### src/rtl/alu_ctrl_pkg.sv
// alu_ctrl_pkg: opcodes, ALU function codes and FSM encoding shared by the ALU command front-end.
package alu_ctrl_pkg;
  localparam logic [3:0] OP_LOAD_EXEC = 4'hA;
  localparam logic [3:0] OP_EXEC      = 4'hB;
  localparam logic [3:0] NOP_CODE     = 4'hF;
  typedef enum logic [3:0] {
    FN_ADD, FN_SUB, FN_MUL, FN_DIV, FN_AND, FN_OR, FN_NAND, FN_NOR,
    FN_XOR, FN_XNOR, FN_CMP_EQ, FN_CMP_GT, FN_CMP_LT, FN_SHR, FN_SHL, FN_NOP
  } alu_fn_e;
  typedef enum logic [2:0] {IDLE, RD_A0, RD_A1, RD_B0, RD_B1, ISSUE, WAIT, DONE} state_e;
endpackage

### src/rtl/alu_cmd_ctrl.sv
// alu_cmd_ctrl: byte-stream command front-end that drives one ALU operation and holds its result.
module alu_cmd_ctrl
  import alu_ctrl_pkg::*;
#(
  parameter int         ALU_LAT  = 1,
  parameter logic [3:0] NOP_FUNC = NOP_CODE
) (
  input  logic        clk,
  input  logic        rst_n,
  input  logic [7:0]  rx_data,
  input  logic        rx_valid,
  output logic        rx_ready,
  output logic [15:0] a,
  output logic [15:0] b,
  output logic [3:0]  alu_func,
  input  logic [15:0] alu_out,
  input  logic        arith_flag,
  input  logic        logic_flag,
  input  logic        cmp_flag,
  input  logic        shift_flag,
  output logic [15:0] res_data,
  output logic [3:0]  res_flags,
  output logic        res_valid,
  input  logic        res_ready,
  output logic        cmd_err
);
  localparam int CW = $clog2(ALU_LAT + 1);
  state_e        state;
  logic [3:0]    func;
  logic [CW-1:0] cnt;
  logic          take;
  logic [3:0]    op;
  assign rx_ready = state inside {IDLE, RD_A0, RD_A1, RD_B0, RD_B1};
  assign take     = rx_valid && rx_ready;
  assign op       = rx_data[7:4];
  always_ff @(posedge clk or negedge rst_n) begin
    if (!rst_n) begin
      state     <= IDLE;
      func      <= 4'h0;
      cnt       <= '0;
      a         <= 16'h0000;
      b         <= 16'h0000;
      alu_func  <= NOP_FUNC;
      res_data  <= 16'h0000;
      res_flags <= 4'h0;
      res_valid <= 1'b0;
      cmd_err   <= 1'b0;
    end else begin
      cmd_err <= 1'b0;
      case (state)
        IDLE: if (take) begin
          if (op == OP_LOAD_EXEC) begin
            func  <= rx_data[3:0];
            state <= RD_A0;
          end else if (op == OP_EXEC) begin
            func     <= rx_data[3:0];
            alu_func <= rx_data[3:0];
            state    <= ISSUE;
          end else cmd_err <= 1'b1;
        end
        RD_A0: if (take) begin
          a[7:0] <= rx_data;
          state  <= RD_A1;
        end
        RD_A1: if (take) begin
          a[15:8] <= rx_data;
          state   <= RD_B0;
        end
        RD_B0: if (take) begin
          b[7:0] <= rx_data;
          state  <= RD_B1;
        end
        RD_B1: if (take) begin
          b[15:8]  <= rx_data;
          alu_func <= func;
          state    <= ISSUE;
        end
        ISSUE: begin
          cnt   <= '0;
          state <= WAIT;
        end
        WAIT: if (cnt == CW'(ALU_LAT - 1)) begin
          res_data  <= alu_out;
          res_flags <= {arith_flag, logic_flag, cmp_flag, shift_flag};
          res_valid <= 1'b1;
          alu_func  <= NOP_FUNC;
          state     <= DONE;
        end else cnt <= cnt + CW'(1);
        DONE: if (res_ready) begin
          res_valid <= 1'b0;
          state     <= IDLE;
        end
        default: state <= IDLE;
      endcase
    end
  end
endmodule

### config.mk
export PLATFORM = sky130hd
export DESIGN_NAME = alu_cmd_ctrl
export DESIGN_NICKNAME = d
export VERILOG_FILES = /design/src/rtl/alu_ctrl_pkg.sv /design/src/rtl/alu_cmd_ctrl.sv
export SDC_FILE = /design/constraint.sdc
export NUM_CORES = 1
export LEC_CHECK = 0
export ABC_AREA = 1
export BUFFER_PORTS_ARGS = -buffer_cell sky130_fd_sc_hd__buf_2
export CAP_MARGIN = 30
export CORE_MARGIN = 10
export CORE_UTILIZATION = 45
export CTS_CLUSTER_DIAMETER = 150
export DETAILED_ROUTE_END_ITERATION = 16
export PLACE_DENSITY = 0.76
export SYNTH_ARGS = -nofsm -noshare
export SYNTH_HDL_FRONTEND = slang
export SYNTH_SLANG_ARGS = --single-unit
### constraint.sdc
create_clock -name clk -period 1.7 [get_ports clk]
set_input_delay 0.085 -clock clk [delete_from_list [all_inputs] [get_ports clk]]
set_output_delay 0.085 -clock clk [all_outputs]
set_load 0.02 [all_outputs]
==> results of run 1 <==
==> cells in the mapped netlist <==
| cell | instances |
|---|---|
| a21boi_0 | 1 |
| buf_2 | 9 |
| buf_4 | 1 |
| clkbuf_1 | 2 |
| dfrtp_1 | 61 |
| dfstp_2 | 4 |
| inv_1 | 18 |
| nand2_1 | 106 |
| nand2_2 | 1 |
| nand3_1 | 32 |
| nor2_1 | 8 |
| nor2_2 | 3 |
| nor2_4 | 1 |
| nor3_1 | 1 |
| o21ai_0 | 45 |
==> logic make-up (layout without fill, tap and decap cells) <==
kind of cell | after synthesis | in the layout
compound gates | 46 | 46
flops | 65 | 65
buf+inv | 30 | 150
simple gates | 152 | 152
==> placed cells by master (no fill, tap or decap) <==
cell / netlist / final
a21boi_0: 1 / 1
buf_12: 0 / 1
buf_2: 9 / 90
buf_4: 1 / 4
bufinv_16: 0 / 2
clkbuf_8: 0 / 11
clkinv_2: 0 / 2
clkinvlp_4: 0 / 1
dfrtp_1: 61 / 61
dfstp_2: 4 / 4
dlygate4sd3_1: 0 / 21
inv_1: 18 / 18
nand2_1: 106 / 106
nand2_2: 1 / 1
nand3_1: 32 / 32
nor2_1: 8 / 8
nor2_2: 3 / 3
nor2_4: 1 / 1
nor3_1: 1 / 1
o21ai_0: 45 / 45
==> where the power goes <==
group | total [mW] | switching, mW | internal, mW | leakage [nW]
Sequential | 2.75 | 0.447 | 2.30 | 0.801
Clock | 1.47 | 0.572 | 0.901 | 0.115
Combinational | 3.07 | 2.07 | 0.998 | 1.04
Total | 7.29 | 3.09 | 4.20 | 1.96
==> final cells by class <==
class | instances | share of cell area
clock buffer | 11 | 0.0422
clock inverter | 5 | 0.0216
inverter | 18 | 0.0188
multi-input combinational | 198 | 0.240
sequential | 65 | 0.454
tap | 72 | 0.0251
timing repair buffer | 116 | 0.198
==> worst min-delay path: cells and delay by family <==
| kind | cells | cell delay [ns] |
|---|---|---|
| buffers and inverters | 2 | 0.14 |
| AOI/OAI and AO/OA | 1 | 0.08 |
| and+or+nand+nor | 1 | 0.05 |
==> routing by layer <==
metal / wire length [um] / up-vias
li1: - / 1175
met5: 0 / -
met4: 172 / 0
met3: 329 / 16
met2: 3690 / 63
met1: 2900 / 1128
==> state kept, by name, summed over array words and instances (netlist names) <==
name	count
a	16
b	16
res_data	16
alu_func	4
func	4
res_flags	4
state	3
cmd_err	1
res_valid	1
==> metrics by stage <==
stage | util | hold slack (ns) | instance area, um^2 | setup WS [ns]
2_1_floorplan | - | -0.211 | 2620 | 0.484
3_3_place_gp | 0.565 | 0.124 | 3150 | 0.302
3_5_place_dp | 0.565 | 0.128 | 3150 | 0.211
4_1_cts | 0.644 | 0.0485 | 3590 | 0.193
5_1_grt | 0.644 | 0.0849 | 3590 | 0.0285
6_report | 0.644 | 0.0676 | 3590 | 0.190
==> final timing paths <==
path,depth (start not counted),startpoint,end,slack (ns)
worst min register to register,2,res_data[15]$_DFFE_PN0P_,res_data[15]$_DFFE_PN0P_,0.46
worst max-delay path,4,state[1]$_DFFE_PN0P_,a[15]$_DFFE_PN0P_,0.19
worst max register to register,4,state[1]$_DFFE_PN0P_,a[15]$_DFFE_PN0P_,0.19
max in group asynchronous,3,rst_n,alu_func[3]$_DFFE_PN1P_,1.08
worst min-delay path,4,res_ready,res_valid$_DFFE_PN0P_,0.07
min in group asynchronous,3,rst_n,b[13]$_DFFE_PN0P_,0.28
==> reports/results.ini, run 1 <==
[routing]
post-route-drc-count = 0
wl_per_cell_um = 14.6
wl_mm = 7.09
ant_nets = 0
vias = 2382
dr.pass1.iters = 4
vias_per_cell = 4.91
drt-initial-drc-count = 178

[power_and_ir_drop]
p_leak_nw = 1.96
irDropWorstVdd_uv = 953
total_power_mw = 7.29
p_per_area_nw_per_um2 = 2030

[logic_synthesis]
synth_top_family_by_area = simple AND/OR/NAND/NOR gates
yosys_register_bits = 65
synth_xor_area_frac = 0
netlist.area_leader.share = 0.582
synth-simple-area-share = 0.240
muxShareOfSynthArea = 0
synth_cell_type_count = 15
ys_warn_count = 0
synth_fa_ha_area_frac = 0
synth_cells = 293
yosysTopAreaCell = dfrtp_1
synth_compound_area_frac = 0.0888
syn_area_um2 = 2620
yosys-top-cells-area = dfrtp_1, nand2_1, o21ai_0
synth-seq-area-share = 0.622
synth.avg_cell_area_um2 = 8.95
mappedNetlistNets = 325

[sta]
worst_pin_slew_ns = 0.505
slew_viol_final = 0
clock.fmax_mhz = 662
setup_viol = 0
finalHoldViolations = 0
slew_headroom = 0.662
min_period_ns = 1.51
rsz0062_at_grt = false
skew_ns = 0.0112
fin_setup_tns_ns = 0
fin_crit_sh = 0.889

[global_routing]
grt_pass1_wl_mm = 11.3
grtUsageTotal = 0.157
grt_pass1_vias = 2337
grt_overflow_total = 0
use_met2 = 0.251
grt_max_degree = 66
antenna_found_initial = 0
grt.met3_usage = 0.0405
grtUsageMet1 = 0.190
gr-max-usage-layer = met2

[placement]
dp_hpwl_mm = 4.95
place_congestion = 0.848
io_buffers = 90
place_inst = 448

[worst_setup_path]
cp_cell_sequence = inv_1 -> nor2_2 -> nand2_1 -> o21ai_0
worst-path-max-fanout = 16
slowest_delay_ns = 0.54
worstSetupEndpointType = flop
cp_top_family = flip-flops
critPathLaunchType = flop
arrival_ns = 1.74
crit_buf_inv = 1
critical_path_required_ns = 1.93
crit_type = flop to flop
crit_path_top_delay_cell = dfrtp_1

[die]
start_util = 0.470
die_area_um2 = 9280
row_count = 27
coreArea_um2 = 5570
die_height_um = 96.3
io_pins = 91
dieWidth_um = 96.3

[cells_and_area]
fin_cells = 485
multiInputGateArea_um2 = 862
seq_area_um2 = 1630
final_layout_size_suffix_gt1_frac = 0.291
synthToLayoutAreaGrowth_pct = 37.0
nets = 440
insertedDiodeCount = 0
fill_cells = 458

[run_status]
status = completed

[job]
drv_cap = 0

[clock_tree]
h-tree-depth = 3
cts_tree = done
numCtsBuffers = 9
clock-sinks = 65
cts_buffer_depth = 2
path_clk_slew_ns = 0.06
hold_buffers = 21
cts-root-buf = clkbuf_8
clk_latency_ns = 0.33
cts_setup_buffers = 0
cts_resized = 0

[worst_hold_path]
hold_path_class = primary input to flop

No activity file was read; power rests on OpenSTA's default activity.
==> run 2, diff against run 1 <==
--- a/config.mk
+++ b/config.mk
@@ -12,7 +12,9 @@
 export CORE_UTILIZATION = 45
 export CTS_CLUSTER_DIAMETER = 150
 export DETAILED_ROUTE_END_ITERATION = 16
+export MAX_ROUTING_LAYER = met4
 export PLACE_DENSITY = 0.76
+export REMOVE_ABC_BUFFERS = 1
 export SYNTH_ARGS = -nofsm -noshare
 export SYNTH_HDL_FRONTEND = slang
 export SYNTH_SLANG_ARGS = --single-unit
==> constraint.sdc (replaced) <==
create_clock -name clk -period 1.7 [get_ports clk]
set_input_delay 0.085 -clock clk [delete_from_list [all_inputs] [get_ports clk]]
set_output_delay 0.085 -clock clk [all_outputs]
set_load 0.1 [all_outputs]
==> reports/results.ini, run 2 (synthesis results as in run 1) <==
[cells_and_area]
reg_top3 = a x16, b x16, res_data x16
final_cell_mix = nand2_1, buf_2, dfrtp_1, o21ai_0, nand3_1
final_common_cell = nand2_1
post-route-util = 0.643  ; -0.00135
final_layout_size_suffix_gt1_frac = 0.293  ; +0.00271
synthToLayoutAreaGrowth_pct = 36.7
fin_cells = 488  ; +0.62%
nets = 443  ; +0.68%
insertedDiodeCount = 0  ; unchanged

[sta]
rsz0062_at_grt = false
timing.hold.ws_ns = 0.0648  ; -0.00275 ns
slew_viol_final = 0  ; unchanged
clock.fmax_mhz = 646  ; -2.4%
setup_viol = 0  ; unchanged
fin_crit_sh = 0.911  ; +0.0221
skew_ns = 0.00854  ; -0.00269 ns
slew_headroom = 0.660  ; -0.00270
min_period_ns = 1.55  ; +0.0376 ns
worst_pin_slew_ns = 0.514  ; +0.00901 ns
finalHoldViolations = 0  ; unchanged

[placement]
io_buffers = 90  ; unchanged
place_inst = 451  ; +0.67%
place_congestion = 0.844  ; -0.51%
dp_hpwl_mm = 5.23  ; +5.7%

[worst_setup_path]
arrival_ns = 1.46  ; -0.28 ns
worst-path-max-fanout = 9  ; -7
critPathLaunchType = flop
worstSetupEndpointType = primary output
critical_path_required_ns = 1.62  ; -0.31 ns
crit_path_top_delay_cell = dfrtp_1
cp_cell_sequence = inv_1 -> nand2_1 -> nand2_1 -> clkbuf_4
crit_buf_inv = 2  ; +1
crit_type = flop to primary output
slowest_delay_ns = 0.48  ; -0.06 ns
cp_top_family = flip-flops
crit_top_cell = nand2_1

[global_routing]
grt_pass1_wl_mm = 11.7  ; +4.1%
grt_pass1_vias = 2428  ; +3.9%
grtUsageTotal = 0.170  ; +0.0126
antenna_found_initial = 0  ; unchanged
grt_max_degree = 66  ; unchanged
grt_overflow_total = 0  ; unchanged

[clock_tree]
h-tree-depth = 3  ; unchanged
path_clk_slew_ns = 0.07  ; about the same
clk_latency_ns = 0.34  ; about the same
cts_tree = done
numCtsBuffers = 9  ; unchanged
cts_buffer_depth = 2  ; unchanged
clock-sinks = 65  ; unchanged
cts-root-buf = clkbuf_8

[die]
dieWidth_um = 96.3  ; unchanged
start_util = 0.470  ; unchanged
io_pins = 91  ; unchanged
die_area_um2 = 9280  ; unchanged
die_height_um = 96.3  ; unchanged
coreArea_um2 = 5570  ; unchanged
row_count = 27  ; unchanged

[routing]
dr.pass1.iters = 4  ; unchanged
wl_mm = 7.55  ; +6.6%
post-route-drc-count = 0  ; unchanged
drt-initial-drc-count = 117  ; -34%
vias_per_cell = 5.04  ; +2.7%
wl_per_cell_um = 15.5  ; +5.9%
vias = 2461  ; +3.3%
ant_nets = 0  ; unchanged

[job]
drv_cap = 0  ; unchanged

[run_status]
status = completed

[worst_hold_path]
hold_path_class = primary input to flop

[run 2: path summary, 6_finish.rpt]
check,from,endpoint,slack [ns],cells after the start
worst max-delay path,state[1]$_DFFE_PN0P_,rx_ready,0.15,4
worst max register to register,state[1]$_DFFE_PN0P_,a[12]$_DFFE_PN0P_,0.22,5
min in group asynchronous,rst_n,b[10]$_DFFE_PN0P_,0.27,3
worst min-delay path,rx_data[5],b[13]$_DFFE_PN0P_,0.06,3
max in group asynchronous,rst_n,alu_func[0]$_DFFE_PN1P_,1.12,3
worst min register to register,res_flags[3]$_DFFE_PN0P_,res_flags[3]$_DFFE_PN0P_,0.47,2
[run 2: routing by layer]
| metal | up-vias | global-route usage | share of wire |
|---|---|---|---|
| met2 | 93 | 0.280 | 0.53 |
| li1 | 1178 | - | - |
| met3 | 24 | 0.0358 | 0.063 |
| met1 | 1166 | 0.185 | 0.38 |
| met5 | - | - | 0 |
| met4 | 0 | 0.100 | 0.034 |
[run 2: through the flow]
step           cell area, um^2  setup WS, ns  setup TNS (ns)
2_1_floorplan             2560       -0.0657           -1.31
3_3_place_gp              3170         0.312               0
3_5_place_dp              3170         0.216               0
4_1_cts                   3580        0.0498               0
5_1_grt                   3580       0.00214               0
6_report                  3580         0.152               0
[run 2: what timing repair did]
| action | in CTS | in global routing |
|---|---|---|
| setup endpoints to repair | 0 | 1 |
| hold buffers | 21 | 0 |
| setup buffers | 0 | 0 |
| endpoints found under the hold margin | 81 | 0 |
| gates resized for setup | 0 | 1 |
[run 2: worst min-delay path, delay by kind of cell]
kind / cells / cell delay (ns)
AOI/OAI and AO/OA: 1 / 0.09
buffers and inverters: 2 / 0.19
[run 2: cell type report]
cell class / count / area (um^2)
inverters: 18 / 67.6
fillers: 470 / 1990
flip-flops and latches: 65 / 1630
clock buffers: 11 / 141
repair buffers: 119 / 736
multi-input cells: 198 / 862
clock inverters: 5 / 55.1
well taps: 72 / 90.1
Power of run 2 is left out: the tool's default activity adds up to more than one toggle a clock period on the data nets, which glitch-free logic cannot reach.
